**src/rtl/pacman_input_pkg.sv**
```systemverilog
// Shared definitions for the Pac-Man button input path:
// direction codes, hold FSM states and press priority helpers.
package pacman_input_pkg;

    typedef enum logic [1:0] {
        DIR_UP    = 2'b00,
        DIR_DOWN  = 2'b01,
        DIR_LEFT  = 2'b10,
        DIR_RIGHT = 2'b11
    } dir_e;

    typedef enum logic [1:0] {
        IDLE   = 2'b00,
        DELAY  = 2'b01,
        REPEAT = 2'b10
    } hold_st_e;

    // Levels are packed {UP, DOWN, LEFT, RIGHT}; UP has highest priority.
    function automatic logic [1:0] prio_dir(input logic [3:0] i_vec);
        logic [1:0] w_d;
        w_d = DIR_UP;
        priority case (1'b1)
            i_vec[3]: w_d = DIR_UP;
            i_vec[2]: w_d = DIR_DOWN;
            i_vec[1]: w_d = DIR_LEFT;
            i_vec[0]: w_d = DIR_RIGHT;
            default:  w_d = DIR_UP;
        endcase
        return w_d;
    endfunction

    function automatic logic btn_level(
        input logic [3:0] i_lvl,
        input logic [1:0] i_dir
    );
        logic w_l;
        unique case (i_dir)
            DIR_UP:    w_l = i_lvl[3];
            DIR_DOWN:  w_l = i_lvl[2];
            DIR_LEFT:  w_l = i_lvl[1];
            DIR_RIGHT: w_l = i_lvl[0];
            default:   w_l = 1'b0;
        endcase
        return w_l;
    endfunction

endpackage

```
**src/rtl/btn_repeat_timer.sv**
```systemverilog
// Hold FSM and repeat counter: emits a one-cycle repeat pulse
// while the most recently pressed button stays held.
module btn_repeat_timer
    import pacman_input_pkg::*;
#(
    parameter int HOLD_TICKS   = 16,
    parameter int REPEAT_TICKS = 8
) (
    input  logic       i_clk,
    input  logic       i_rst_n,
    input  logic       i_press,
    input  logic [1:0] i_press_dir,
    input  logic [3:0] i_levels,
    output logic       o_repeat,
    output logic [1:0] o_dir
);

    localparam int MAXT = (HOLD_TICKS > REPEAT_TICKS) ?
                          HOLD_TICKS : REPEAT_TICKS;
    localparam int CW = (MAXT > 2) ? $clog2(MAXT) : 1;
    localparam logic [CW-1:0] HOLD_LAST = CW'(HOLD_TICKS - 1);
    localparam logic [CW-1:0] REP_LAST  = CW'(REPEAT_TICKS - 1);

    hold_st_e      r_state;
    hold_st_e      w_state_nxt;
    logic [CW-1:0] r_cnt;
    logic [CW-1:0] w_cnt_nxt;
    logic [1:0]    r_trk;
    logic [1:0]    w_trk_nxt;
    logic          w_rep;
    logic          w_held;

    assign w_held = btn_level(i_levels, r_trk);

    always_ff @(posedge i_clk or negedge i_rst_n) begin
        if (!i_rst_n) begin
            r_state <= IDLE;
            r_cnt   <= '0;
            r_trk   <= DIR_UP;
        end else begin
            r_state <= w_state_nxt;
            r_cnt   <= w_cnt_nxt;
            r_trk   <= w_trk_nxt;
        end
    end

    // A fresh press always retargets the timer and masks any terminal count.
    always_comb begin
        w_state_nxt = r_state;
        w_cnt_nxt   = r_cnt;
        w_trk_nxt   = r_trk;
        w_rep       = 1'b0;
        if (i_press) begin
            w_state_nxt = DELAY;
            w_cnt_nxt   = '0;
            w_trk_nxt   = i_press_dir;
        end else begin
            unique case (r_state)
                IDLE: begin
                    w_cnt_nxt = '0;
                end
                DELAY: begin
                    if (!w_held) begin
                        w_state_nxt = IDLE;
                        w_cnt_nxt   = '0;
                    end else if (r_cnt == HOLD_LAST) begin
                        w_rep       = 1'b1;
                        w_cnt_nxt   = '0;
                        w_state_nxt = REPEAT;
                    end else begin
                        w_cnt_nxt = r_cnt + 1'b1;
                    end
                end
                REPEAT: begin
                    if (!w_held) begin
                        w_state_nxt = IDLE;
                        w_cnt_nxt   = '0;
                    end else if (r_cnt == REP_LAST) begin
                        w_rep     = 1'b1;
                        w_cnt_nxt = '0;
                    end else begin
                        w_cnt_nxt = r_cnt + 1'b1;
                    end
                end
                default: begin
                    w_state_nxt = IDLE;
                    w_cnt_nxt   = '0;
                end
            endcase
        end
    end

    assign o_repeat = w_rep;
    assign o_dir    = r_trk;

endmodule

```
**src/rtl/button_direction_decoder.sv**
```systemverilog
// Turns debounced button levels into prioritised direction commands.
// Define BTN_AUTOREPEAT_EN to build the hold/auto-repeat engine.
module button_direction_decoder
    import pacman_input_pkg::*;
#(
    parameter int HOLD_TICKS   = 16,
    parameter int REPEAT_TICKS = 8
) (
    input  logic       d_clk,
    input  logic       rst,
    input  logic       b3,
    input  logic       b2,
    input  logic       b1,
    input  logic       b0,
    input  logic       dir_ready,
    output logic       dir_valid,
    output logic [1:0] dir,
    output logic [1:0] cur_dir
);

    if (HOLD_TICKS < 1 || REPEAT_TICKS < 1) begin : g_bad_params
        $error("HOLD_TICKS and REPEAT_TICKS must be >= 1");
    end

    logic [3:0] w_levels;
    logic [3:0] r_prev;
    logic [3:0] w_press_vec;
    logic       w_press;
    logic [1:0] w_press_dir;
    logic       w_event;
    logic [1:0] w_ev_dir;
    logic       w_hs;
    logic       r_valid;
    logic [1:0] r_dir;
    logic [1:0] r_cur;

    assign w_levels    = {b3, b2, b1, b0};
    assign w_press_vec = w_levels & ~r_prev;
    assign w_press     = |w_press_vec;
    assign w_press_dir = prio_dir(w_press_vec);
    assign w_hs        = r_valid & dir_ready;

`ifdef BTN_AUTOREPEAT_EN
    logic       w_rep;
    logic [1:0] w_trk_dir;

    btn_repeat_timer #(
        .HOLD_TICKS  (HOLD_TICKS),
        .REPEAT_TICKS(REPEAT_TICKS)
    ) u_timer (
        .i_clk      (d_clk),
        .i_rst_n    (rst),
        .i_press    (w_press),
        .i_press_dir(w_press_dir),
        .i_levels   (w_levels),
        .o_repeat   (w_rep),
        .o_dir      (w_trk_dir)
    );

    assign w_event  = w_press | w_rep;
    assign w_ev_dir = w_press ? w_press_dir : w_trk_dir;
`else
    assign w_event  = w_press;
    assign w_ev_dir = w_press_dir;
`endif

    // A new event overrides the clear of a same-cycle handshake.
    always_ff @(posedge d_clk or negedge rst) begin
        if (!rst) begin
            r_prev  <= '0;
            r_valid <= 1'b0;
            r_dir   <= DIR_UP;
            r_cur   <= DIR_UP;
        end else begin
            r_prev <= w_levels;
            if (w_hs) begin
                r_cur <= r_dir;
            end
            if (w_event) begin
                r_valid <= 1'b1;
                r_dir   <= w_ev_dir;
            end else if (w_hs) begin
                r_valid <= 1'b0;
            end
        end
    end

    assign dir_valid = r_valid;
    assign dir       = r_dir;
    assign cur_dir   = r_cur;

endmodule

```
**config.mk**
```make
export PLATFORM = sky130hd
export DESIGN_NAME = button_direction_decoder
export DESIGN_NICKNAME = d
export VERILOG_FILES = /design/src/rtl/pacman_input_pkg.sv /design/src/rtl/btn_repeat_timer.sv /design/src/rtl/button_direction_decoder.sv
export SDC_FILE = /design/constraint.sdc
export NUM_CORES = 1
export LEC_CHECK = 0
export BUFFER_PORTS_ARGS = -buffer_cell sky130_fd_sc_hd__buf_2
export CORE_AREA = 10 10 47 49
export CTS_CLUSTER_SIZE = 10
export DETAILED_ROUTE_END_ITERATION = 10
export DIE_AREA = 0 0 57 59
export SYNTH_ARGS = -nofsm -noshare
export SYNTH_HDL_FRONTEND = slang
export SYNTH_SLANG_ARGS = --single-unit
```
**constraint.sdc**
```tcl
create_clock -name d_clk -period 1.1 [get_ports d_clk]
set_input_delay 0.055 -clock d_clk [delete_from_list [all_inputs] [get_ports d_clk]]
set_output_delay 0.055 -clock d_clk [all_outputs]
set_load 0.05 [all_outputs]
```
# Yosys cells after proc, flatten, opt, wreduce, memory -nomap -nowiden
# Index checks and enable logic that the tools add are counted.
[totals]
input_bits = 7
word_cells = 15
output_inout_bits = 5
register_bits = 9
[classes]
reduce_logical = 2
bitwise = 3
mux = 6
[op_table]
columns = ["op", "count"]
rows = [
  ["two-way mux 2 bit", 4],
  ["AND 4 bit", 1],
  ["NOT 4 bit", 1],
  ["OR reduction 4 bit", 1],
  ["two-way mux 1 bit", 2],
  ["nonzero test 2 bit", 1],
  ["AND 1 bit", 1],
]

# Depth between registers and ports, before layout
[logic_depth]
ltp_word = 6
mapped_depth = 3
depth_no_buf = 3

# Least setup slack after synthesis
# Ideal clock, no wire load.
[synth_timing]
kind = "register to register"
startpoint = "register r_valid (netlist: dir_valid)"
endpoint = "register r_cur[0] (netlist: cur_dir[0])"
arrival_time_ns = 1.059
synth_period_minus_slack_ns = 1.184
setup_ns = 0.125
n_path_buf = 0
slack_ns = -0.084
stages_incl_launch_ff = 3
required_ns = 0.975
path_cell_list = "dfrtp_1 > nand2_2 > mux2_4"
[synth_via]
elab_chain_len = 1
[synth_lines]
columns = ["element", "line_no", "source"]
rows = [
  ["from (decl)", "button_direction_decoder.sv:33", "logic r_valid;"],
  ["from (signal assigned)", "button_direction_decoder.sv:71", "r_valid <= 1'b0;"],
  ["from (signal assigned)", "button_direction_decoder.sv:80", "r_valid <= 1'b1;"],
  ["from (signal assigned)", "button_direction_decoder.sv:83", "r_valid <= 1'b0;"],
  ["AND 1 bit", "button_direction_decoder.sv:41", "assign w_hs = r_valid & dir_ready;"],
  ["to (signal assigned)", "button_direction_decoder.sv:77", "r_cur <= r_dir;"],
  ["to (decl)", "button_direction_decoder.sv:35", "logic [1:0] r_cur;"],
]
# Every way passes these cells.
# A chain may end at the register's enable or synchronous reset.

# Worst setup path in the final report
[layout_timing]
startpoint = "input b2"
endpoint = "register r_dir[0] (netlist: dir[0])"
[layout_via]
elab_chain_len = 3
elab_cells_between_ends = 4
cone_classes = "mux: 2; bitwise: 1; reduce/logical: 1"
[layout_lines]
columns = ["element", "line_no", "source"]
rows = [
  ["from (decl)", "button_direction_decoder.sv:12", "input logic b2,"],
  ["AND 4 bit *", "button_direction_decoder.sv:38", "assign w_press_vec = w_levels & ~r_prev;"],
  ["two-way mux 2 bit (2 in a row)", "pacman_input_pkg.sv:22", "priority case (1'b1)"],
  ["to (signal assigned)", "button_direction_decoder.sv:81", "r_dir <= w_ev_dir;"],
  ["to (decl)", "button_direction_decoder.sv:34", "logic [1:0] r_dir;"],
]
# Mark *: on every way between the ends. The rest lies on a longest branch, timed or not.

==> flow_metrics.env <==
export IMPL_status="complete, no violations"
export IMPL_regArea_um2=226
export IMPL_cp_start_kind="primary input"
export IMPL_cts_repair_resized=0
export IMPL_p_leak_nw=0.245
export IMPL_cts_root_buf="clkbuf_4"
export IMPL_n_antenna_cell=0
export IMPL_rsz0062_at_grt="false"
export IMPL_max_clock_freq_ghz=1.04
export IMPL_clock_latency_ns=0.26
export IMPL_min_period_over_period=0.873
export IMPL_yosysSeqAreaShare=0.625
export IMPL_ios=12
export IMPL_grt_pass1_wl_um=1340
export IMPL_critPathKind="in2reg"
export IMPL_r2r_setup_slack_ns=0.18
export IMPL_netSwitchingFraction=0.319
export IMPL_gp_congestion=0.710
export IMPL_postCtsSetupRepairBufs=0
export IMPL_post_synth_cell_area_avg_um2=15.0
export IMPL_num_fill_cells=140
export IMPL_initial_core_util=0.257
export IMPL_period_needed_ns=0.961
export IMPL_setup_viol=0
export IMPL_layout_common_cells="buf_2 (11), dfrtp_1 (8), dlygate4sd3_1 (5)"
export IMPL_drive_gt1_frac=0.523
export IMPL_num_vias=235
export IMPL_hold_viol=0
export IMPL_cts_sinks=9
export IMPL_synth_fp_nets=31
export IMPL_cp_end_kind="register"
export IMPL_overflow=0
export IMPL_cts_buffers=3
export IMPL_multi_input_comb_area_um2=135
export IMPL_rr_endpoint="cur_dir[0]$_DFFE_PN0P_"
export IMPL_cts_tree="built"
export IMPL_die_h_um=59
export IMPL_synthTopCellsByArea="dfrtp_1 (63%), nor2b_4 (11%), mux2_4 (8.3%), nor2b_1 (5.2%), nor3_1 (2.8%)"
export IMPL_peakVddDrop_v=0.000631
export IMPL_p_int_mw=0.586
export IMPL_netlist_instances=24
export IMPL_drcViolationCount=0
export IMPL_dr_pass1_iters=1
export IMPL_placed_cells=51
export IMPL_hpwl_um=552
export IMPL_comb_power_share=0.260
export IMPL_worstPathArrival_ns=1.11
export IMPL_grt_max_degree=10
export IMPL_seqPwrFrac=0.450
export IMPL_grt_pass1_vias=297
export IMPL_coreArea_um2=1400
export IMPL_worst_pin_slew_ns=0.256
export IMPL_h_tree_depth=1
export IMPL_skew_ns=0.00377
export IMPL_path_clk_slew_ns=0.06
export IMPL_nets=52
export IMPL_yosysTopAreaCell="dfrtp_1"
export IMPL_max_stage_delay_ns=0.53
export IMPL_ys_types=10
export IMPL_hp_class="in2async"
export IMPL_clkPwrFrac=0.291
export IMPL_yosys_warnings=0
export IMPL_crit_required_ns=1.25
export IMPL_rr_worst_depth=2
export IMPL_io_buffer_count=11
export IMPL_yosysTopAreaCellShare=0.625
export IMPL_rr_startpoint="dir_valid$_DFFE_PN0P_"
export IMPL_drv_cap=0
export IMPL_synth_seq_cells=9
export IMPL_drt_total_wl_um=760
export IMPL_antenna_left=0
export IMPL_path_cells="dlygate4sd3_1, buf_2, nor2b_4, nor3_1, nor3_2"
export IMPL_die_area_um2=3360
export IMPL_wl_per_cell_um=12.7
export IMPL_clock_path_buffers=2
export IMPL_std_cell_rows=14
export IMPL_crit_slowest_cell="dlygate4sd3_1"
export IMPL_vias_per_cell=3.92
export IMPL_slew_limit_headroom=0.831
export IMPL_drtIter0Drc=0
export IMPL_cellPowerDensity_nw_per_um2=1680
export IMPL_area_delta_synth_final_pct=42.4
export IMPL_layout_commonest_cell="buf_2"
export IMPL_gr_usage_all_layers=0.0532
export IMPL_die_x_um=57
export IMPL_final_cells=60
export IMPL_netlist_area_um2=360
export IMPL_cp_max_fo=3
export IMPL_antenna_found_initial=0
export IMPL_fin_tns_setup_ns=0
export IMPL_drv_slew=0
export IMPL_switchingPower_mw=0.275
-- per-stage QoR --
stage / area, um^2 / utilization / power (mW) / hold slack [ns] / setup WS, ns
6_report: 513 / 0.366 / 0.861 / 0.165 / 0.139
5_1_grt: 513 / 0.366 / 0.915 / 0.163 / 0.0711
2_1_floorplan: 362 / - / 0.546 / -0.241 / 0.0536
3_5_place_dp: 437 / 0.312 / 0.607 / -0.0805 / 0.183
3_3_place_gp: 437 / 0.312 / 0.601 / -0.0848 / 0.209
4_1_cts: 513 / 0.366 / 0.884 / 0.158 / 0.121
-- critical path, delay by kind of cell --
kind,cells,cell delay (ns)
AND/OR/NAND/NOR,3,0.39
buffers and inverters,2,0.66
-- power groups by stage --
stage               registers, mW  logic, mW  clock network [mW]
global placement            0.392      0.209                   0
floorplan                   0.486     0.0599                   0
finish                      0.387      0.223               0.250
global route                0.394      0.239               0.282
detailed placement          0.394      0.213                   0
CTS                         0.388      0.228               0.269
-- worst max path at each step --
stage	start	end	slack, ns	cells after the start
floorplan	dir_valid$_DFFE_PN0P_	cur_dir[0]$_DFFE_PN0P_	0.05	2
global placement	dir_valid$_DFFE_PN0P_	cur_dir[0]$_DFFE_PN0P_	0.21	2
detailed placement	dir_valid$_DFFE_PN0P_	cur_dir[1]$_DFFE_PN0P_	0.18	2
CTS	dir[0]$_DFFE_PN0P_	dir[0]	0.12	1
global route	b0	dir_valid$_DFFE_PN0P_	0.07	5
finish	b2	dir[0]$_DFFE_PN0P_	0.14	5
-- logic make-up (layout without fill, tap and decap cells) --
group / Yosys count / after routing / synth area share
buffers and inverters: 0 / 20 / 0
and+or+nand+nor: 12 / 12 / 0.267
DFF: 9 / 9 / 0.625
muxes: 2 / 2 / 0.0833
AOI/OAI and AO/OA: 1 / 1 / 0.0243
-- area by class of cell --
cell class              count  share of cell area
well taps                  16              0.0390
flip-flops and latches      9               0.441
repair buffers             16               0.205
clock buffers               4              0.0512
multi-input cells          15               0.263
-- sequential cells by signal, indices dropped and copies added, names as in the netlist --
register	count
cur_dir	2
r_prev	4
dir	2
dir_valid	1
-- routing by layer --
metal	GRT usage	vias up	wire length (um)
li1	-	118	-
met1	0.0499	105	324
met2	0.0791	12	329
met3	0.0451	0	107
met4	0.0302	0	0
met5	0	-	0
-- what timing repair did --
action,4_1_cts,5_1_grt
endpoints found under the hold margin,13,0
setup endpoints to repair,0,0
hold buffers,5,0
-- synthesized netlist by cell type --
| cell type | n |
|---|---|
| nor2_2 | 1 |
| dfrtp_1 | 9 |
| mux2_4 | 2 |
| nand2_2 | 1 |
| nor3_1 | 2 |
| nand2_1 | 1 |
| o31a_1 | 1 |
| nor2b_1 | 3 |
| nor3_2 | 1 |
| nor2b_4 | 3 |
Power figures use the tool's default switching activity.
